## src/rtl/serial_pkg.sv

```systemverilog
// Shared definitions for the serial transmit path: FSM state encoding and
// the line levels used for idle, start and stop bits.
package serial_pkg;

    typedef enum logic [1:0] {
        ST_IDLE  = 2'b00,
        ST_START = 2'b01,
        ST_DATA  = 2'b10,
        ST_STOP  = 2'b11
    } tx_state_e;

    localparam logic IDLE_LEVEL  = 1'b1;
    localparam logic START_LEVEL = 1'b0;
    localparam logic STOP_LEVEL  = 1'b1;

endpackage : serial_pkg

```

## src/rtl/serial_tx_piso_bit_timer.sv

```systemverilog
// Bit-period timer: counts clock cycles within one serial bit and pulses
// tick on the last cycle of each period. Shared with the matching receiver.
module bit_timer #(
    parameter int CLKS_PER_BIT = 16
) (
    input  logic clk,
    input  logic reset,
    input  logic clear,
    output logic tick
);

    localparam int CW = (CLKS_PER_BIT > 2) ? $clog2(CLKS_PER_BIT) : 1;
    localparam logic [CW-1:0] LAST_CNT = CW'(CLKS_PER_BIT - 1);

    logic [CW-1:0] cnt_q;
    logic [CW-1:0] cnt_d;

    // Next count: hold at zero while cleared, wrap at the end of a bit, else advance.
    always_comb begin
        cnt_d = cnt_q;
        if (clear) begin
            cnt_d = {CW{1'b0}};
        end else if (cnt_q == LAST_CNT) begin
            cnt_d = {CW{1'b0}};
        end else begin
            cnt_d = cnt_q + CW'(1);
        end
    end

    // Cycle counter register with synchronous reset.
    always_ff @(posedge clk) begin
        if (reset) begin
            cnt_q <= {CW{1'b0}};
        end else begin
            cnt_q <= cnt_d;
        end
    end

    assign tick = (cnt_q == LAST_CNT);

endmodule : bit_timer

```

## src/rtl/serial_tx_piso.sv

```systemverilog
// Parallel-in serial-out transmitter. Frames a DATA_BITS word as
// start bit, data LSB first, stop bit; each bit lasts CLKS_PER_BIT cycles.
module serial_tx_piso
    import serial_pkg::*;
#(
    parameter int DATA_BITS    = 8,
    parameter int CLKS_PER_BIT = 16
) (
    input  logic                 clk,
    input  logic                 reset,
    input  logic [DATA_BITS-1:0] data_in,
    input  logic                 start,
    output logic                 tx,
    output logic                 busy,
    output logic                 done
);

    localparam int BW = $clog2(DATA_BITS + 1);
    localparam logic [BW-1:0] LAST_BIT = BW'(DATA_BITS - 1);

    tx_state_e              state_q;
    tx_state_e              state_d;
    logic [DATA_BITS-1:0]   shift_q;
    logic [DATA_BITS-1:0]   shift_d;
    logic [BW-1:0]          bit_cnt_q;
    logic [BW-1:0]          bit_cnt_d;
    logic                   tx_q;
    logic                   tx_d;
    logic                   busy_q;
    logic                   busy_d;
    logic                   done_q;
    logic                   done_d;

    logic                   timer_clear_s;
    logic                   tick_s;
    logic [DATA_BITS-1:0]   shifted_s;

    bit_timer #(
        .CLKS_PER_BIT (CLKS_PER_BIT)
    ) u_bit_timer (
        .clk   (clk),
        .reset (reset),
        .clear (timer_clear_s),
        .tick  (tick_s)
    );

    // Shift register after one right shift; bit 0 is the next data bit on the line.
    always_comb begin
        shifted_s = shift_q >> 1;
    end

    // Frame sequencing: next state, shift/bit counter updates and registered output values.
    always_comb begin
        state_d       = state_q;
        shift_d       = shift_q;
        bit_cnt_d     = bit_cnt_q;
        tx_d          = tx_q;
        busy_d        = busy_q;
        done_d        = 1'b0;
        timer_clear_s = 1'b0;

        case (state_q)
            ST_IDLE: begin
                // Timer is held at zero so the start bit gets a full period.
                timer_clear_s = 1'b1;
                if (start) begin
                    shift_d   = data_in;
                    bit_cnt_d = {BW{1'b0}};
                    state_d   = ST_START;
                    tx_d      = START_LEVEL;
                    busy_d    = 1'b1;
                end else begin
                    tx_d      = IDLE_LEVEL;
                    busy_d    = 1'b0;
                end
            end

            ST_START: begin
                if (tick_s) begin
                    state_d = ST_DATA;
                    tx_d    = shift_q[0];
                end else begin
                    tx_d    = START_LEVEL;
                end
            end

            ST_DATA: begin
                if (tick_s) begin
                    shift_d = shifted_s;
                    if (bit_cnt_q == LAST_BIT) begin
                        state_d   = ST_STOP;
                        bit_cnt_d = {BW{1'b0}};
                        tx_d      = STOP_LEVEL;
                    end else begin
                        bit_cnt_d = bit_cnt_q + BW'(1);
                        tx_d      = shifted_s[0];
                    end
                end else begin
                    tx_d = shift_q[0];
                end
            end

            ST_STOP: begin
                if (tick_s) begin
                    state_d = ST_IDLE;
                    busy_d  = 1'b0;
                    done_d  = 1'b1;
                    tx_d    = IDLE_LEVEL;
                end else begin
                    tx_d    = STOP_LEVEL;
                end
            end

            default: begin
                state_d   = ST_IDLE;
                bit_cnt_d = {BW{1'b0}};
                tx_d      = IDLE_LEVEL;
                busy_d    = 1'b0;
            end
        endcase
    end

    // State, datapath and output registers; reset overrides any in-flight frame.
    always_ff @(posedge clk) begin
        if (reset) begin
            state_q   <= ST_IDLE;
            shift_q   <= {DATA_BITS{1'b0}};
            bit_cnt_q <= {BW{1'b0}};
            tx_q      <= IDLE_LEVEL;
            busy_q    <= 1'b0;
            done_q    <= 1'b0;
        end else begin
            state_q   <= state_d;
            shift_q   <= shift_d;
            bit_cnt_q <= bit_cnt_d;
            tx_q      <= tx_d;
            busy_q    <= busy_d;
            done_q    <= done_d;
        end
    end

    assign tx   = tx_q;
    assign busy = busy_q;
    assign done = done_q;

endmodule : serial_tx_piso

```

## config.mk

```make
export PLATFORM = sky130hd
export DESIGN_NAME = serial_tx_piso
export DESIGN_NICKNAME = d
export VERILOG_FILES = /design/src/rtl/serial_pkg.sv /design/src/rtl/serial_tx_piso_bit_timer.sv /design/src/rtl/serial_tx_piso.sv
export SDC_FILE = /design/constraint.sdc
export NUM_CORES = 1
export LEC_CHECK = 0
export BUFFER_PORTS_ARGS = -buffer_cell sky130_fd_sc_hd__buf_2
export CORE_ASPECT_RATIO = 1.1
export CORE_MARGIN = 1
export CORE_UTILIZATION = 52
export CTS_BUF_LIST = sky130_fd_sc_hd__clkbuf_8
export DETAILED_ROUTE_END_ITERATION = 7
export PLACE_DENSITY_LB_ADDON = 0.12
export REMOVE_ABC_BUFFERS = 1
export SYNTH_ARGS = -nofsm -noshare
export SYNTH_HDL_FRONTEND = slang
export SYNTH_SLANG_ARGS = --single-unit
```

## constraint.sdc

```tcl
create_clock -name clk -period 1.7 [get_ports clk]
set_input_delay 0.255 -clock clk [delete_from_list [all_inputs] [get_ports clk]]
set_output_delay 0.255 -clock clk [all_outputs]
set_load 0.005 [all_outputs]
```

[Word-level counts from Yosys, hierarchy flattened]
Cells that the tools add are included.
Storage, ports and cells
  register bits: 21
  word-level logic and storage cells: 51
Operators by class
  muxes and demuxes: 23
  add/subtract/negate cells: 2
  bitwise operators: 1
  equality and inequality tests: 10
  reduce and logical (&&, ||, !) cells: 8
Operators by type and width (count)
  2-to-1 mux 8 bit: 2
  case mux 8 bit (2 select lines): 1
  2-to-1 mux 4 bit: 3
  2-to-1 mux 2 bit: 5
  != test 2 bit (second input constant): 5
  adder 4 x 1 -> 4 bit (second input constant): 2
  2-to-1 mux 1 bit: 8
  case mux 2 bit (4 select lines): 1
  case mux 4 bit (2 select lines): 1
  AND reduction 5 bit: 1
  == test 2 bit (second input constant): 2
  == test 4 x 3 -> 1 bit (second input constant): 1
  == test 4 bit (second input constant): 1
  case mux 1 bit (4 select lines): 1
  nonzero test 2 bit: 2
  AND reduction 3 bit: 1
  OR reduction 3 bit: 1
  == test 2 x 1 -> 1 bit (second input constant): 1
  zero test 2 bit: 1
  case mux 1 bit (2 select lines): 1
  AND reduction 2 bit: 1
  OR reduction 2 bit: 1
  inverter 1 bit: 1

[Depth between registers and ports, before layout]
Gate-level depths: netlist (run 1).
  depth in word-level cells: 4
  depth in mapped cells: 7
  depth with buffers taken out: 6

[Hierarchy]
A second synthesis (run 1) with hierarchy kept.
Second synthesis, totals
  cells, all modules: 116
  area total of the unflattened synthesis: 1059.8 um^2
By module, submodules not included
  serial_tx_piso: times used 1, sequential area each 340.3 um^2, cells an instance 100, area an instance 902.1 um^2
  bit_timer: times used 1, sequential area each 80.1 um^2, cells an instance 16, area an instance 157.7 um^2

[Least setup slack after synthesis (run 1)]
OpenSTA, ideal clock, no wires.
  path kind: register to register
  from: reg state_q[0]
  to: reg bit_cnt_q[3]
  period minus slack after synthesis: 1.847 ns
  cell stages (with the launch flop): 7
  data arrival time: 1.776 ns
  buffers on the path: 0
  path slack: -0.147 ns
  cell sequence: dfxtp_1 inv_1 ha_1 nor2b_1 a211o_1 or4b_1 a21oi_1
On the way
  longest elaborated chain between the ends: 3
Ends and longest elaborated chain
  start: declaration: line serial_tx_piso.sv:21  | tx_state_e state_q;
  start signal: assignment: line serial_tx_piso.sv:133  | state_q <= state_d;
  == test 2 bit / zero test 2 bit (equally long branches): line serial_tx_piso.sv:62  | case (state_q)
  != test 2 bit (no line) / nonzero test 2 bit (equally long branches)
  AND reduction 3 bit (no line)
  end signal: assignment: line serial_tx_piso.sv:128  | bit_cnt_q <= {BW{1'b0}};
  end signal: assignment: line serial_tx_piso.sv:135  | bit_cnt_q <= bit_cnt_d;
  end: declaration: line serial_tx_piso.sv:25  | logic [BW-1:0] bit_cnt_q;
Several ways; a longest one is shown, not always the timed one.
A chain may end at the register's enable or synchronous reset.

[Worst setup path in the final report (run 1)]
Same ends and word-level chain as after synthesis.

==> summary.txt, run 1 <==
Worst setup path
  • Startpoint types: register
  • Crit Path Max Fanout: 4
  • Crit path kind: register to register
  • Worst reg2reg setup slack: ~0.037 ns
  • CP Data Required Time: between 1.5 and 2 ns
  • WP data arrival: between 1.5 and 2 ns
  • CP endpoint kind: register

Power and ir drop
  • Leak pwr: between 0.5 and 0.6 nW
  • Worst vdd ir: approximately 910 uV
  • Overall power: ~0.0021 W
  • Power Density: roughly 1600 nW/um^2

Synthesis
  • Syn Inst Count: 110
  • Synth warn: 0
  • Synth area leaders: dfxtp_1 (41%), mux2i_1 (7.9%), ha_1 (7.4%)
  • Unique cell type count in the Yosys netlist: 31
  • Avg Cell Area, Syn: between 9 and 10 sq um
  • Mapped Area: roughly 1000 sq um
  • Register bit total from synthesis: 21
  • Top-area cell type share of the netlist area: between 40% and 50%
  • Sequential area share after synthesis: around 41%
  • Cell taking the most area after synthesis: dfxtp_1

GRT
  • Number of global-route vias before repair: just under 800
  • GRT overflow: 0
  • Initial antenna violation count: 0
  • Largest net degree at the start of global routing: 20
  • First-pass GRT wire length: approximately 3.4 mm
  • GRT Resource Usage Total: between 20% and 30%

Placed design
  • Pre-CTS setup slack: -0.0950 ns
  • Placed insts: 150
  • Port bufs: 13
  • RD Place Congestion: 0.791
  • Placed cell areas: approximately 1200 sq um
  • Final HPWL from detailed placement: 1.47 mm

Detailed routing
  • Initial DRC count: 8
  • DRC: 0
  • Final WL: 2.12 mm
  • Routed vias: 873
  • ANT nets after route: 0
  • 1st-pass router iterations: 6
  • WL/cell: 13.6 microns
  • Vias per std cell: approximately 5.6

Final layout
  • Area Overhead vs Synth: 30.8%
  • Layout cells sized above 1: 36.2%
  • # diodes: 0
  • Final nets: between 150 and 200
  • Commonest non-fill, non-tap cell in the layout: dfxtp_1
  • Cell area after layout: between 1000 and 1500 sq um
  • Final Non-Filler Cells: about 160
  • Most frequent cells in the layout: dfxtp_1 (17), nor2_1 (15), buf_2 (14)

Floorplanning
  • Initial Utilization: 56.5%
  • Total core area: 1800 sq um
  • Rows: 16
  • Die Span X: roughly 44 microns
  • IO Pins: 14
  • Die H: a little under 50 microns
  • Die area: about 2100 sq um

CTS
  • Clock Tree Root: clkbuf_8
  • Worst-Skew Late Latency: about 0.26 ns
  • CTS hold repair buffers: 0
  • Clock Sinks: 21
  • TritonCTS clock tree: built
  • H-tree levels: 1
  • Clock Path Buffers: 2
  • Worst-path clk slew: about 0.070 ns
  • CTS Buf Count: 3

STA
  • Final Skew: around 0.0034 ns
  • Post-route setup TNS: 0 ns
  • Setup repair after global routing missed its margin: true
  • Relative slew slack: between 70% and 80%
  • Tcrit/Tclk final: between 90% and 100%
  • Fin. max-slew vios: 0
  • Minimum clock period: between 1.5 and 2 ns
  • Final setup vio count: 0
  • Final worst slack: between 0.03 and 0.04 ns
  • Worst-Margin Slew: approximately 0.39 ns
  • Fin. Hold Viols: 0
  • Max Fclk: 601 MHz

Job
  • Max Cap Viol: 0

Status
  • Status: complete, no violations

Worst hold path
  • Worst hold path class: primary input to register
-- where the power goes --
group | switching (W) | total, W | internal, W
Clock | 0.000160 | 0.000321 | 0.000161
Sequential | 0.0000758 | 0.000693 | 0.000617
Combinational | 0.000535 | 0.00108 | 0.000549
-- registers in the layout, indices dropped and copies added, names as in the netlist --
name,count
bit_cnt_q,4
busy,1
done,1
shift_q,8
state_q,2
tx,1
u_bit_timer.cnt_q,4
-- cells by family (layout without fill, tap and decap cells) --
group	Yosys count	after routing	synth area share [%]
xor gates and xnor gates	2	2	1.72
muxes	9	9	8.97
adders and majority gates	6	6	7.37
and+or+nand+nor	37	37	19.8
DFF	21	21	41.3
buffers and inverters	8	36	3.19
AOI/OAI and AO/OA	27	27	17.7
-- area by class of cell --
type / count / area, sq um
fillers: 128 / 469
clock inverters: 1 / 3.75
multi-input cells: 81 / 636
well taps: 18 / 22.5
flip-flops and latches: 21 / 425
clock buffers: 3 / 41.3
inverters: 3 / 13.8
repair buffers: 29 / 190
-- path summary, 6_finish.rpt --
path                                                       from                         endpoint  cells past startpoint
worst min register to register  u_bit_timer.cnt_q[0]$_SDFF_PP0_  u_bit_timer.cnt_q[0]$_SDFF_PP0_                      1
worst min-delay path                                 data_in[7]          shift_q[7]$_SDFFE_PP0P_                      3
worst max-delay path                    state_q[0]$_SDFFE_PP0P_        bit_cnt_q[3]$_SDFFE_PP0P_                      6
worst max register to register          state_q[0]$_SDFFE_PP0P_        bit_cnt_q[3]$_SDFFE_PP0P_                      6
-- through the flow --
step / hold slack [ns] / util, %
final: 0.257 / 74.0
after detailed placement: 0.440 / 66.0
after CTS: 0.249 / 69.6
after global placement: 0.428 / 66.0
after floorplan: 0.324 / -
after global routing: 0.282 / 74.0
-- critical path, stage by stage (launching register included) --
cell     delay [ns]
dfxtp_2        0.35
inv_4          0.05
ha_4           0.16
nor2b_4        0.12
a211o_1        0.29
or4b_4         0.49
a21oi_2        0.13
-- Yosys cell counts --
cell type	count
and3_2	1
or4b_1	1
buf_1	1
and2_1	1
nand3_4	1
nor2_1	15
a32oi_1	1
a2bb2oi_1	1
mux2i_1	8
dfxtp_1	21
nand3b_1	2
nand3_1	3
inv_1	3
clkbuf_1	2
nand2_1	5
nor3_1	2
and3_1	1
xor2_1	1
a211oi_2	1
xnor2_1	1
mux2_2	1
a41oi_1	1
a21oi_1	10
nand4b_1	3
buf_2	2
a21o_1	2
nor2b_1	2
ha_1	6
o21ai_0	3
a211oi_1	7
a211o_1	1
-- per-layer routing --
| metal | up-vias | track usage (%) | share of wire (%) |
|---|---|---|---|
| met4 | 0 | 10.6 | 1.8 |
| li1 | 453 | - | - |
| met1 | 404 | 28.3 | 49 |
| met3 | 3 | 4.48 | 2.3 |
| met5 | - | 0 | 0 |
| met2 | 13 | 32.6 | 47 |
-- timing repair --
item                                    in CTS  in global routing
resized for setup                            5                 18
endpoints found under the setup margin       5                 11
cloned                                       0                  1
setup buffers                                0                  1
pin swaps                                    4                  5
No activity file was read; power rests on OpenSTA's default activity.
==> inputs of run 2 (changes only) <==
--- a/config.mk
+++ b/config.mk
@@ -13,6 +13,7 @@
 export DETAILED_ROUTE_END_ITERATION = 7
 export PLACE_DENSITY_LB_ADDON = 0.12
 export REMOVE_ABC_BUFFERS = 1
+export SETUP_SLACK_MARGIN = 0.5
 export SYNTH_ARGS = -nofsm -noshare
 export SYNTH_HDL_FRONTEND = slang
 export SYNTH_SLANG_ARGS = --single-unit
==> run 2 against run 1 <==
Critical path depth unchanged. Largest power group unchanged. Combinational power up 11%. Non-clock buffer count up 5. Maximum frequency up 1.8%. Cell count up 3.2%. Routed wire length up 10%. First-iteration DRC count up 13%.
==> summary.txt, run 2 (synthesis results as in run 1) <==
Status
  • Status: complete, no violations

Worst hold path
  • Hold depth: 3
  • Min-Delay Endpoint: shift_q[7]$_SDFFE_PP0P_
  • Worst hold path class: primary input to register
  • Hold wc startpoint: data_in[7]

Final layout
  • # diodes: 0
  • Most frequent cells in the layout: dfxtp_1 (17), buf_4 (16), nor2_1 (14)
  • Layout cells sized above 1: approximately two fifths
  • Final core occ: 78.3%
  • Final nets: roughly 160
  • Commonest non-fill, non-tap cell in the layout: dfxtp_1
  • Final Non-Filler Cells: 161
  • Cell area after layout: ~1400 sq um
  • Multi-input gate area: between 600 and 700 sq um
  • Largest Register: shift_q
  • Largest registers: shift_q x8, bit_cnt_q x4, u_bit_timer.cnt_q x4
  • Area Overhead vs Synth: 38.6%
  • Fillers: between 100 and 150
  • Max reg flops: 8
  • Register Area: between 400 and 500 sq um

CTS
  • Clock Sinks: 21
  • TritonCTS clock tree: built
  • CTS Buf Count: 3
  • Worst-path clk slew: 0.07 ns
  • Worst-Skew Late Latency: approximately 0.27 ns
  • Clock Tree Root: clkbuf_8
  • CTS hold repair buffers: 0
  • H-tree levels: 1
  • Clock Path Buffers: 2

Power and ir drop
  • Seq pwr share: 31.4%
  • Pint: 0.00141 W
  • Power share of the combinational group: between 50% and 60%
  • Clock network power share: between 10 and 15%
  • Power Density: between 1500 and 2000 nW/um^2
  • Worst vdd ir: roughly 1000 uV
  • Switch share: between 30% and 40%
  • Leak pwr: 0.565 nW
  • NetSw: between 0.0008 and 0.0009 W

Worst setup path
  • R2R cell count: 6
  • WP data arrival: 1.84 ns
  • CP Data Required Time: around 1.9 ns
  • CP top delay family: simple AND/OR/NAND/NOR gates
  • Reg-to-reg endpoint: bit_cnt_q[3]$_SDFFE_PP0P_
  • Worst path cell trace: buf_6 > ha_4 > nor2_4 > a211o_1 > or4b_4 > a21oi_2
  • Crit Path Max Fanout: 3
  • Worst path bufs/invs: 1
  • Worst reg2reg setup slack: around 0.066 ns
  • Worst path slowest cell: or4b_4
  • CP peak stage delay: about 0.49 ns
  • CP endpoint kind: register
  • Reg2reg start: state_q[1]$_SDFFE_PP0P_
  • Crit path kind: register to register
  • CP startpoint: state_q[1]$_SDFFE_PP0P_
  • Startpoint types: register

STA
  • Relative slew slack: 75.3%
  • Final setup vio count: 0
  • Worst-Margin Slew: 0.370 ns
  • WHS: between 0.2 and 0.25 ns
  • Tcrit/Tclk final: approximately 96%
  • Minimum clock period: ~1.6 ns
  • Max Fclk: a little over 600 MHz
  • Final Skew: approximately 0.0026 ns
  • Final worst slack: 0.0660 ns
  • Fin. max-slew vios: 0
  • Setup repair after global routing missed its margin: true
  • Fin. Hold Viols: 0

Floorplanning
  • Initial Utilization: between 50 and 60%
  • Die area: 2140 sq um
  • IO Pins: 14
  • Total core area: 1800 sq um
  • Die Span X: around 44 microns
  • Die H: 48.4 microns
  • Rows: 16

Detailed routing
  • ANT nets after route: 0
  • Initial DRC count: 9
  • WL/cell: between 10 and 15 microns
  • 1st-pass router iterations: 6
  • Routed vias: 930
  • Final WL: 2.34 mm
  • DRC: 0
  • Vias per std cell: around 5.8

Job
  • Max Cap Viol: 0

GRT
  • Largest net degree at the start of global routing: 20
  • Initial antenna violation count: 0
  • GRT Resource Usage Total: 24.3%
  • Number of global-route vias before repair: 893
  • GRT overflow: 0
  • First-pass GRT wire length: a little under 4 mm

Placed design
  • RD Place Congestion: just under 0.8
  • Placed cell areas: between 1000 and 1500 sq um
  • Placed insts: 150
  • Final HPWL from detailed placement: between 1 and 1.5 mm
  • Pre-CTS setup slack: -0.0950 ns
  • Port bufs: 13
## run 2: cell count changes in the layout (fill, tap and decap cells not counted), sizes merged
cell | before | now
buf | 29 | 34
## run 2: worst min-delay path: stages
cell      delay (ns)
buf_2           0.10
nand3b_1        0.06
a21oi_1         0.05
## run 2: final cells by class
cell class / instances / area share, %
multi-input cells: 81 / 47.0
flip-flops and latches: 21 / 30.1
repair buffers: 34 / 17.1
clock buffers: 3 / 2.93
well taps: 18 / 1.60
inverters: 3 / 0.975
clock inverters: 1 / 0.266
## run 2: through the flow
step	setup TNS, ns	power [W]
after CTS	0	0.00212
after global placement	-0.00803	0.00154
after floorplan	-4.61	0.00123
after detailed placement	-0.0988	0.00157
final	0	0.00223
after global routing	0	0.00238
## run 2: power by group through the flow
stage,logic (W),clock network [W],registers [W]
global route,0.00132,0.000350,0.000711
global placement,0.000863,0,0.000679
floorplan,0.000554,0,0.000674
finish,0.00120,0.000326,0.000699
CTS,0.00109,0.000331,0.000696
detailed placement,0.000878,0,0.000687
## run 2: worst max path at each step
stage,end,slack (ns),depth (start not counted)
2_1_floorplan,shift_q[0]$_SDFFE_PP0P_,-0.39,6
3_3_place_gp,bit_cnt_q[3]$_SDFFE_PP0P_,-0.008,6
3_5_place_dp,bit_cnt_q[3]$_SDFFE_PP0P_,-0.09,6
4_1_cts,bit_cnt_q[3]$_SDFFE_PP0P_,0.09,6
5_1_grt,shift_q[1]$_SDFFE_PP0P_,0.01,7
6_report,bit_cnt_q[3]$_SDFFE_PP0P_,0.07,6
## run 2: timing repair
| action | in CTS | in global routing |
|---|---|---|
| buffers inserted | 5 | 1 |
| pin swaps | 9 | 3 |
| gates resized for setup | 26 | 8 |
| endpoints found under the setup margin | 16 | 20 |
| gates cloned | 1 | 0 |
## run 2: metal layers
metal	share of wire, %	global-route usage [%]	up-vias
li1	-	-	465
met1	46	31.7	443
met2	49	37.7	17
met3	2.2	4.48	5
met4	2.4	12.1	0
met5	0	0	-
==> inputs of run 3 (changes only) <==
--- a/config.mk
+++ b/config.mk
@@ -10,10 +10,11 @@
 export CORE_MARGIN = 1
 export CORE_UTILIZATION = 52
 export CTS_BUF_LIST = sky130_fd_sc_hd__clkbuf_8
+export CTS_CLUSTER_SIZE = 8
 export DETAILED_ROUTE_END_ITERATION = 7
 export PLACE_DENSITY_LB_ADDON = 0.12
-export REMOVE_ABC_BUFFERS = 1
 export SETUP_SLACK_MARGIN = 0.5
 export SYNTH_ARGS = -nofsm -noshare
 export SYNTH_HDL_FRONTEND = slang
 export SYNTH_SLANG_ARGS = --single-unit
+export TNS_END_PERCENT = 50
==> run 3 against run 2 <==
Clock skew about the same. Flip-flop and latch count unchanged. First-iteration DRC count grew to 4.6 times the previous value. Die area unchanged. Power decreased by 1.0%. Via count fell by 0.32%. Hold slack gained 0.020 ns. Sequential share of layout area is 1.5 points higher. Critical path depth is the same. Setup slack got worse by 0.0032 ns. Critical path type unchanged. Largest cell class unchanged. Highest routed layer is now met3.
==> summary.txt, run 3 (synthesis results as in run 1) <==
Detailed routing
  • Vias per std cell: roughly 6
  • ANT nets after route: 0
  • Initial DRC count: 41
  • 1st-pass router iterations: 6
  • Routed vias: 927
  • DRC: 0
  • WL/cell: around 15 microns
  • Final WL: ~2.3 mm

STA
  • Setup repair after global routing missed its margin: true
  • Max Fclk: slightly above 600 MHz
  • Final setup vio count: 0
  • Final Skew: roughly 0.0028 ns
  • Fin. max-slew vios: 0
  • Minimum clock period: approximately 1.6 ns
  • Fin. Hold Viols: 0
  • Tcrit/Tclk final: a little over nine tenths
  • Post-route setup TNS: 0 ns
  • Relative slew slack: 73.1%
  • Worst-Margin Slew: 0.404 ns

Floorplanning
  • Rows: 16
  • Die area: between 2000 and 2500 sq um
  • IO Pins: 14
  • Initial Utilization: a little under three fifths
  • Total core area: between 1500 and 2000 sq um
  • Die H: slightly below 50 microns
  • Die Span X: approximately 44 microns

Worst hold path
  • Worst hold path class: primary input to register
  • Hold wc startpoint: data_in[7]

Final layout
  • # diodes: 0
  • Layout cells sized above 1: between 30 and 40%
  • Final nets: ~160
  • Largest registers: shift_q x8, bit_cnt_q x4, u_bit_timer.cnt_q x4
  • Max reg flops: 8
  • Commonest non-fill, non-tap cell in the layout: dfxtp_1
  • Most frequent cells in the layout: dfxtp_1 (17), nor2_1 (15), buf_2 (13)
  • Largest Register: shift_q
  • Final Non-Filler Cells: about 160
  • Area Overhead vs Synth: 32.7%

GRT
  • Number of global-route vias before repair: 937
  • Largest net degree at the start of global routing: 20
  • GRT overflow: 0
  • Initial antenna violation count: 0
  • First-pass GRT wire length: about 4.0 mm
  • GRT Resource Usage Total: roughly 24%

Placed design
  • Placed insts: 142
  • Port bufs: 13
  • RD Place Congestion: between 0.7 and 0.8
  • Final HPWL from detailed placement: 1.39 mm

Worst setup path
  • WP data arrival: approximately 1.8 ns
  • Reg2reg start: state_q[1]$_SDFFE_PP0P_
  • Startpoint types: register
  • Crit path kind: register to register
  • CP startpoint: state_q[1]$_SDFFE_PP0P_
  • CP Data Required Time: 1.90 ns
  • Crit Path Max Fanout: 3
  • CP endpoint kind: register

CTS
  • TritonCTS clock tree: built
  • Clock Path Buffers: 2
  • Worst-path clk slew: 0.08 ns
  • CTS Buf Count: 3
  • Worst-Skew Late Latency: 0.26 ns
  • Clock Sinks: 21
  • CTS hold repair buffers: 0
  • Clock Tree Root: clkbuf_8
  • H-tree levels: 1

Job
  • Max Cap Viol: 0

Power and ir drop
  • Power Density: between 1500 and 2000 nW/um^2
  • Leak pwr: approximately 0.53 nW
  • Clock network power share: around 15%
  • Seq pwr share: between 30% and 40%
  • Switch share: approximately 38%
  • Worst vdd ir: 1010 uV
  • Pint: 0.00137 W
  • Power share of the combinational group: 53.7%
  • NetSw: 0.000831 W

Synthesis
  • Syn nets: 127

Status
  • Status: complete, no violations
==> run 3: changes by cell type in the layout (fill, tap and decap cells not counted), sizes merged <==
cell and delta:
inv -1, clkinv +1, buf -6
==> run 3: worst paths after layout <==
check                                                  endpoint  slack [ns]  depth (start not counted)
worst min register to register  u_bit_timer.cnt_q[0]$_SDFF_PP0_        0.45                          1
worst min-delay path                    shift_q[7]$_SDFFE_PP0P_        0.27                          3
worst max-delay path                  bit_cnt_q[3]$_SDFFE_PP0P_        0.06                          6
worst max register to register        bit_cnt_q[3]$_SDFFE_PP0P_        0.06                          6
==> run 3: routing by layer <==
layer / wire length [microns] / up-vias / global-route usage [%]
met5: 0 / - / 0
met4: 0 / 0 / 5.05
met3: 77 / 0 / 4.85
met2: 1170 / 23 / 43.4
met1: 1030 / 450 / 29.0
li1: - / 454 / -
==> run 3: cell type report <==
cell class | instances | area (sq um)
sequential | 21 | 428
tap | 18 | 22.5
clock inverter | 1 | 5.00
multi-input combinational | 81 | 642
clock buffer | 3 | 41.3
timing repair buffer | 28 | 196
fill | 123 | 450
inverter | 3 | 16.3
==> run 3: power by group through the flow <==
stage | logic (W) | registers (W) | clock network, W
2_1_floorplan | 0.000642 | 0.000692 | 0
3_3_place_gp | 0.000817 | 0.000702 | 0
3_5_place_dp | 0.000846 | 0.000709 | 0
4_1_cts | 0.00110 | 0.000693 | 0.000332
5_1_grt | 0.00128 | 0.000711 | 0.000365
6_report | 0.00118 | 0.000697 | 0.000324
==> run 3: metrics by stage <==
step | hold WS [ns] | setup slack [ns] | instance area (sq um) | total power, W | util, %
floorplan | 0.417 | 0.0346 | 1070 | 0.00133 | -
global placement | 0.428 | 0.0788 | 1180 | 0.00152 | 65.4
detailed placement | 0.442 | 0.0280 | 1180 | 0.00156 | 65.4
CTS | 0.269 | 0.0504 | 1320 | 0.00213 | 73.1
global route | 0.282 | 0.00955 | 1350 | 0.00235 | 75.0
finish | 0.267 | 0.0629 | 1350 | 0.00220 | 75.0
==> run 3: critical path, stage by stage (launching register included) <==
cell	delay [ns]
dfxtp_4	0.36
inv_4	0.04
ha_4	0.16
nor2b_4	0.12
a211o_1	0.28
or4b_4	0.49
a21oi_2	0.12
==> run 3: timing repair <==
action	4_1_cts	5_1_grt
resized for setup	11	6
gates cloned	2	0
setup endpoints to repair	16	16
setup buffers	6	1
pin swaps	5	9
